**config.mk**
```make
export PLATFORM = sky130hd
export DESIGN_NAME = dfd_trace_deframer
export DESIGN_NICKNAME = d
export VERILOG_FILES = /design/src/rtl/dfd_trace_deframer.sv
export SDC_FILE = /design/constraint.sdc
export NUM_CORES = 1
export LEC_CHECK = 0
export BUFFER_PORTS_ARGS = -buffer_cell sky130_fd_sc_hd__buf_2
export CORE_UTILIZATION = 55
export DETAILED_ROUTE_END_ITERATION = 10
export HOLD_SLACK_MARGIN = 0.02
export MAX_ROUTING_LAYER = met4
export PLACE_DENSITY = 0.76
export SLEW_MARGIN = 20
export SYNTH_ARGS = -nofsm -noshare
export SYNTH_HDL_FRONTEND = slang
export SYNTH_SLANG_ARGS = --single-unit
```
**constraint.sdc**
```tcl
create_clock -name clock -period 7.4 [get_ports clock]
set_input_delay 0.74 -clock clock [delete_from_list [all_inputs] [get_ports clock]]
set_output_delay 0.74 -clock clock [all_outputs]
set_load 0.05 [all_outputs]
```
**src/rtl/dfd_trace_deframer.sv**
```systemverilog
// Trace frame deframer: strips tail fill padding from fixed-length frames and
// forwards payload bytes through a single output register with per-frame byte counts.
module dfd_trace_deframer #(
    parameter int MAX_FRAME_LENGTH_IN_BYTES = 512,
    parameter int FRAME_CNT_W               = 16,
    localparam int FLW = $clog2(MAX_FRAME_LENGTH_IN_BYTES) + 1
) (
    input  logic                   clock,
    input  logic                   reset,
    input  logic                   frame_mode_enable,
    input  logic                   frame_closure_mode,
    input  logic [FLW-1:0]         frame_length,
    input  logic [7:0]             frame_fill_byte,
    input  logic                   in_valid,
    input  logic [7:0]             in_data,
    input  logic                   in_last,
    output logic                   in_ready,
    output logic                   out_valid,
    output logic [7:0]             out_data,
    input  logic                   out_ready,
    output logic                   frame_done,
    output logic [FLW-1:0]         frame_data_bytes,
    output logic [FRAME_CNT_W-1:0] frame_cnt,
    output logic                   cfg_err
);

    localparam logic [FLW-1:0] MAX_LEN = FLW'(MAX_FRAME_LENGTH_IN_BYTES);

    typedef enum logic [1:0] {IDLE, IN_FRAME, REPLAY} state_t;

    state_t                 state, state_nxt;
    logic [FLW-1:0]         byte_cnt, byte_cnt_nxt;
    logic [FLW-1:0]         run_cnt, run_cnt_nxt;
    logic [FLW-1:0]         data_cnt, data_cnt_nxt;
    logic                   sh_mode, sh_mode_nxt;
    logic                   sh_close, sh_close_nxt;
    logic [FLW-1:0]         sh_len, sh_len_nxt;
    logic [7:0]             sh_fill, sh_fill_nxt;
    logic [7:0]             pend_p0, pend_p0_nxt;
    logic                   close_pend, close_pend_nxt;
    logic                   vld_p1, vld_p1_nxt;
    logic [7:0]             data_p1, data_p1_nxt;
    logic                   done_p1, done_p1_nxt;
    logic [FLW-1:0]         fbytes_p1, fbytes_p1_nxt;
    logic [FRAME_CNT_W-1:0] fcnt, fcnt_nxt;
    logic                   cfg_err_q, cfg_err_nxt;

    logic                   slot_free, accept, frame_start, len_bad;
    logic                   cur_mode, cur_close, is_fill, closing, do_close;
    logic [FLW-1:0]         cur_len, close_bytes;
    logic [7:0]             cur_fill;

    // Live config applies to the first byte of a frame; shadows cover the rest.
    always_comb begin
        slot_free   = !vld_p1 || out_ready;
        in_ready    = !reset && (state != REPLAY) && slot_free;
        accept      = in_valid && in_ready;
        frame_start = (byte_cnt == '0);
        len_bad     = (frame_length == '0) || (frame_length > MAX_LEN);
        cur_mode    = frame_start ? frame_mode_enable  : sh_mode;
        cur_close   = frame_start ? frame_closure_mode : sh_close;
        cur_fill    = frame_start ? frame_fill_byte    : sh_fill;
        cur_len     = frame_start ? (len_bad ? MAX_LEN : frame_length) : sh_len;
        is_fill     = (in_data == cur_fill);
        closing     = ((byte_cnt + FLW'(1)) == cur_len) || (cur_close && in_last);
    end

    always_comb begin
        state_nxt      = state;
        byte_cnt_nxt   = byte_cnt;
        run_cnt_nxt    = run_cnt;
        data_cnt_nxt   = data_cnt;
        sh_mode_nxt    = sh_mode;
        sh_close_nxt   = sh_close;
        sh_len_nxt     = sh_len;
        sh_fill_nxt    = sh_fill;
        pend_p0_nxt    = pend_p0;
        close_pend_nxt = close_pend;
        vld_p1_nxt     = vld_p1 && !out_ready;
        data_p1_nxt    = data_p1;
        done_p1_nxt    = 1'b0;
        fbytes_p1_nxt  = fbytes_p1;
        fcnt_nxt       = fcnt;
        cfg_err_nxt    = cfg_err_q;
        do_close       = 1'b0;
        close_bytes    = data_cnt;

        case (state)
            IDLE, IN_FRAME: begin
                if (accept) begin
                    if (frame_start) begin
                        sh_mode_nxt  = cur_mode;
                        sh_close_nxt = cur_close;
                        sh_len_nxt   = cur_len;
                        sh_fill_nxt  = cur_fill;
                        if (cur_mode && len_bad) cfg_err_nxt = 1'b1;
                    end
                    if (!cur_mode) begin
                        vld_p1_nxt  = 1'b1;
                        data_p1_nxt = in_data;
                    end else begin
                        state_nxt    = IN_FRAME;
                        byte_cnt_nxt = byte_cnt + FLW'(1);
                        if (is_fill) begin
                            if (closing) do_close = 1'b1;
                            else         run_cnt_nxt = run_cnt + FLW'(1);
                        end else if (run_cnt == '0) begin
                            vld_p1_nxt   = 1'b1;
                            data_p1_nxt  = in_data;
                            data_cnt_nxt = data_cnt + FLW'(1);
                            close_bytes  = data_cnt + FLW'(1);
                            do_close     = closing;
                        end else begin
                            // The accept slot already carries the first fill of the run.
                            vld_p1_nxt     = 1'b1;
                            data_p1_nxt    = cur_fill;
                            data_cnt_nxt   = data_cnt + FLW'(1);
                            run_cnt_nxt    = run_cnt - FLW'(1);
                            pend_p0_nxt    = in_data;
                            close_pend_nxt = closing;
                            state_nxt      = REPLAY;
                        end
                    end
                end
            end
            REPLAY: begin
                if (slot_free) begin
                    vld_p1_nxt   = 1'b1;
                    data_cnt_nxt = data_cnt + FLW'(1);
                    if (run_cnt != '0) begin
                        data_p1_nxt = sh_fill;
                        run_cnt_nxt = run_cnt - FLW'(1);
                    end else begin
                        data_p1_nxt = pend_p0;
                        state_nxt   = IN_FRAME;
                        close_bytes = data_cnt + FLW'(1);
                        do_close    = close_pend;
                    end
                end
            end
            default: state_nxt = IDLE;
        endcase

        if (do_close) begin
            done_p1_nxt    = 1'b1;
            fbytes_p1_nxt  = close_bytes;
            fcnt_nxt       = fcnt + FRAME_CNT_W'(1);
            byte_cnt_nxt   = '0;
            run_cnt_nxt    = '0;
            data_cnt_nxt   = '0;
            close_pend_nxt = 1'b0;
            state_nxt      = IDLE;
        end
    end

    // Control and output registers
    always_ff @(posedge clock) begin
        if (reset) begin
            state      <= IDLE;
            byte_cnt   <= '0;
            run_cnt    <= '0;
            data_cnt   <= '0;
            close_pend <= 1'b0;
            vld_p1     <= 1'b0;
            data_p1    <= '0;
            done_p1    <= 1'b0;
            fbytes_p1  <= '0;
            fcnt       <= '0;
            cfg_err_q  <= 1'b0;
        end else begin
            state      <= state_nxt;
            byte_cnt   <= byte_cnt_nxt;
            run_cnt    <= run_cnt_nxt;
            data_cnt   <= data_cnt_nxt;
            close_pend <= close_pend_nxt;
            vld_p1     <= vld_p1_nxt;
            data_p1    <= data_p1_nxt;
            done_p1    <= done_p1_nxt;
            fbytes_p1  <= fbytes_p1_nxt;
            fcnt       <= fcnt_nxt;
            cfg_err_q  <= cfg_err_nxt;
        end
    end

    // Shadow config and held byte are only read after being loaded in the same frame
    always_ff @(posedge clock) begin
        sh_mode  <= sh_mode_nxt;
        sh_close <= sh_close_nxt;
        sh_len   <= sh_len_nxt;
        sh_fill  <= sh_fill_nxt;
        pend_p0  <= pend_p0_nxt;
    end

    assign out_valid        = vld_p1;
    assign out_data         = data_p1;
    assign frame_done       = done_p1;
    assign frame_data_bytes = fbytes_p1;
    assign frame_cnt        = fcnt;
    assign cfg_err          = cfg_err_q;

endmodule

```
==> summary by stage <==
Routing
Dividing the detail-routed wire length by the instance count gives 15.96 µm. The count of nets left with antenna violations after detail routing is 0. The overall via count from detail_route is ~4800. For this run, the detailed router's first-pass iteration total came to 7. The starting DRC count in detailed routing is around 350. The routed via count divided by cell count is between 5 and 6.

After detailed routing, the total wire length is between 10 and 15 mm. In the routed design, unresolved DRC markers number 0.

Pwr
In this run the power density over the cells is 228.6 nW/µm². In this run the static leakage power is 2.481 nW. VDD sags by at most approximately 98 µV.

STA
Setup repair after global routing left no endpoint under its margin. The number of max-slew violations in the final report came to 0. The final-report hold violation count is 0. The final period demand of the worst path is around 4400 ps.

Setup violations remaining at the end of the flow were counted as 0. The slew at the pin closest to its max-slew limit is ~1000 ps. The share of the clock period used by the worst path is 0.5948.

For the final routed database, the setup TNS stands at 0 ps. In this run the tightest slew margin relative to its limit is 0.3332. The maximum operating frequency is 0.2272 GHz.

Clock skew on the completed layout was measured at approximately 10 ps.

Worst setup path
STA classifies the critical path startpoint as a register. STA puts the critical path data arrival time at approximately 4700 ps. Walking the worst path, the cells encountered are inv_1, ha_1, nor4b_2, nand3_1, mux2i_1, inv_1, and2_1, and3_1, a31oi_1, o221a_4, nand2b_1, buf_4, a21oi_1. The number of buffers and inverters on the critical path is 3. The category of cells accounting for the largest share of critical-path delay is simple AND/OR/NAND/NOR gates. The slowest cell on the critical path is nor4b_2. STA classifies the critical path endpoint as a register.

The worst stage delay on the critical path is 610 ps. The required time of the critical path is around 7700 ps. The type of the worst setup path is reg -> reg. Among the stages of the critical path, the cell type that occurs most often is inv_1. In this run the worst path has a maximum fanout of 30.

Yosys
The combined area of all synthesized cells is between 5000 and 6000 µm². The mean instance size in the synthesized netlist is about 9 µm². Among all flip-flop cells after synthesis, the most frequent one is dfxtp_1. In the synthesized netlist the async set-or-reset flop fraction comes to 0. The sequential-to-total area share from yosys stat is 0.4006. The count of cell types in the netlist is 64.

The number of synthesized register bits is 98. The post-synthesis cell count is between 600 and 700. The count of flip-flops with a built-in enable after synthesis is 28. The net count after synthesis is 653.

The total number of yosys warnings is 0.

Clock tree
The clock reaches the later pin of the worst-skew pair after between 300 and 400 ps. The TritonCTS sink count is 98. The number of levels the H-tree was split into is 3. The clock-pin slew reported for the worst setup and hold paths after clock tree synthesis is approximately 90 ps. In this run the deepest clock path goes through 2 buffers. For this design, the CTS-stage hold fixing added 0 buffers. The count of instances resized after the clock tree is built is 0. TritonCTS built the clock tree.

In this run, CTS created clock tree buffers numbering 9. The root buffer cell chosen for the clock tree is clkbuf_8. In this run the post-CTS setup repair buffer count came out at 0.

Final layout
From synthesis to final layout, the design area changed by 11.00%. Summing all non-filler instances in the final layout gives an area of 6212 µm². The ratio of cells with drive above 1 in the final layout is 0.1815. In the layout the commonest cells are 70 x dfxtp_1, 70 x buf_2, 67 x nor2_1.

In the final design database the tool counted approximately 710 nets. The final antenna diode count is 0.

Place
Summing all placed instances gives a cell area of around 6000 µm². The count of buffers added on input and output ports is 70. The half-perimeter wire length after placement is ~9.5 mm. The placer's final routability congestion estimate is 0.9270.

Die
The die outline area is approximately 11000 µm². The number of core rows is 36. After floorplanning, the core was sized to cover between 9000 and 10000 µm². The width of the die is slightly above 100 µm. Measured along the y axis, the die boundary spans a little over 100 µm. The initial utilization of the core area, before any placement, comes to 0.5700. For this design the top-level I/O count stands at a little over 70.

GRT
The initial antenna violation count is 0. The first global-routing pass estimated 20.91 mm of wire. The global router's overall resource usage is 0.2618. The number of global-route vias before repair was 4400. The largest net degree at the start of global routing is 50.

The global route total overflow is 0.

Job
The count of maximum capacitance violations is 0.

Run status
The flow ran to the end, and the final reports show no timing, DRC or antenna violations.

Min path
The tightest min-delay check is of the reg -> reg type.
[worst paths after layout]
path,from,endpoint,slack [ps],cells after the start
max,byte_cnt[0],run_cnt[9],3000,13
min,frame_data_bytes[2],frame_data_bytes[2],460,1
max reg2reg,byte_cnt[0],run_cnt[9],3000,13
min reg2reg,frame_data_bytes[2],frame_data_bytes[2],460,1
[worst reg2reg max path, delay by kind of cell, from the launching register on]
family | cells | cell delay, ps
AND/OR/NAND/NOR | 5 | 2040
AO/OA/AOI/OAI | 3 | 780
buffers and inverters | 3 | 580
multiplexers | 1 | 400
flip-flops | 1 | 390
adder cells (fa/ha/maj) | 1 | 160
[Yosys cell counts, drive strengths merged (7+ instances only)]
cell type | n | area (µm²)
dfxtp | 70 | 1401
nor2 | 67 | 251.5
nand2 | 42 | 157.7
mux2i | 38 | 380.4
xnor2 | 38 | 332.8
nor2b | 30 | 187.7
edfxtp | 28 | 840.8
o21ai | 27 | 135.1
clkbuf | 22 | 82.58
inv | 21 | 78.83
nand3 | 19 | 95.09
a21oi | 18 | 90.09
nor3 | 15 | 86.34
and3 | 14 | 87.58
mux2 | 13 | 146.4
nand4 | 12 | 75.07
buf | 10 | 68.81
a31oi | 9 | 56.30
or3 | 9 | 56.30
xor2 | 9 | 78.83
nor4 | 8 | 83.83
or4 | 8 | 60.06
o2bb2ai | 7 | 61.31
[report_power, final]
part	internal (mW)	switching, mW	leakage (nW)	total (mW)
registers	0.583	0.0224	0.825	0.605
clock network	0.179	0.192	0.109	0.371
logic	0.170	0.274	1.55	0.444
[area by class of cell]
type,instances,area [µm²]
clock inverter,5,58.81
inverter,22,82.58
fill,872,3607
tap,133,166.4
multi-input combinational,462,3129
timing repair buffer,74,380.4
clock buffer,11,152.6
sequential,98,2242
[stage by stage]
step / utilization / setup WS, ps / cells / power (mW) / hold WS, ps
2_1_floorplan: - / 3915 / 614 / 0.9472 / 453.1
3_3_place_gp: 0.6111 / 3282 / 789 / 1.043 / 443.8
3_5_place_dp: 0.6111 / 3129 / 789 / 1.056 / 445.9
4_1_cts: 0.6326 / 3083 / 805 / 1.420 / 470.2
5_1_grt: 0.6326 / 2571 / 805 / 1.490 / 479.4
6_report: 0.6326 / 2998 / 805 / 1.420 / 464.7
[layer usage]
layer | share of wire | track usage
met1 | 0.47 | 0.3452
met2 | 0.46 | 0.4159
met3 | 0.054 | 0.04068
met4 | 0.014 | 0.07909
met5 | 0 | -
[sequential cells by signal (all words and copies together) (netlist names)]
name              count
frame_cnt            16
byte_cnt             10
data_cnt             10
frame_data_bytes     10
run_cnt              10
sh_len               10
out_data              8
pend_p0               8
sh_fill               8
state                 2
cfg_err               1
close_pend            1
frame_done            1
out_valid             1
sh_close              1
sh_mode               1
[kinds of logic after synthesis]
family	share of synthesized area
XOR/XNOR	0.07355
adder cells (fa/ha/maj)	0.01341
flip-flops	0.4006
buffers and inverters	0.04181
AO/OA/AOI/OAI	0.1355
AND/OR/NAND/NOR	0.2410
multiplexers	0.09412
No activity file was read; power rests on OpenSTA's default activity.
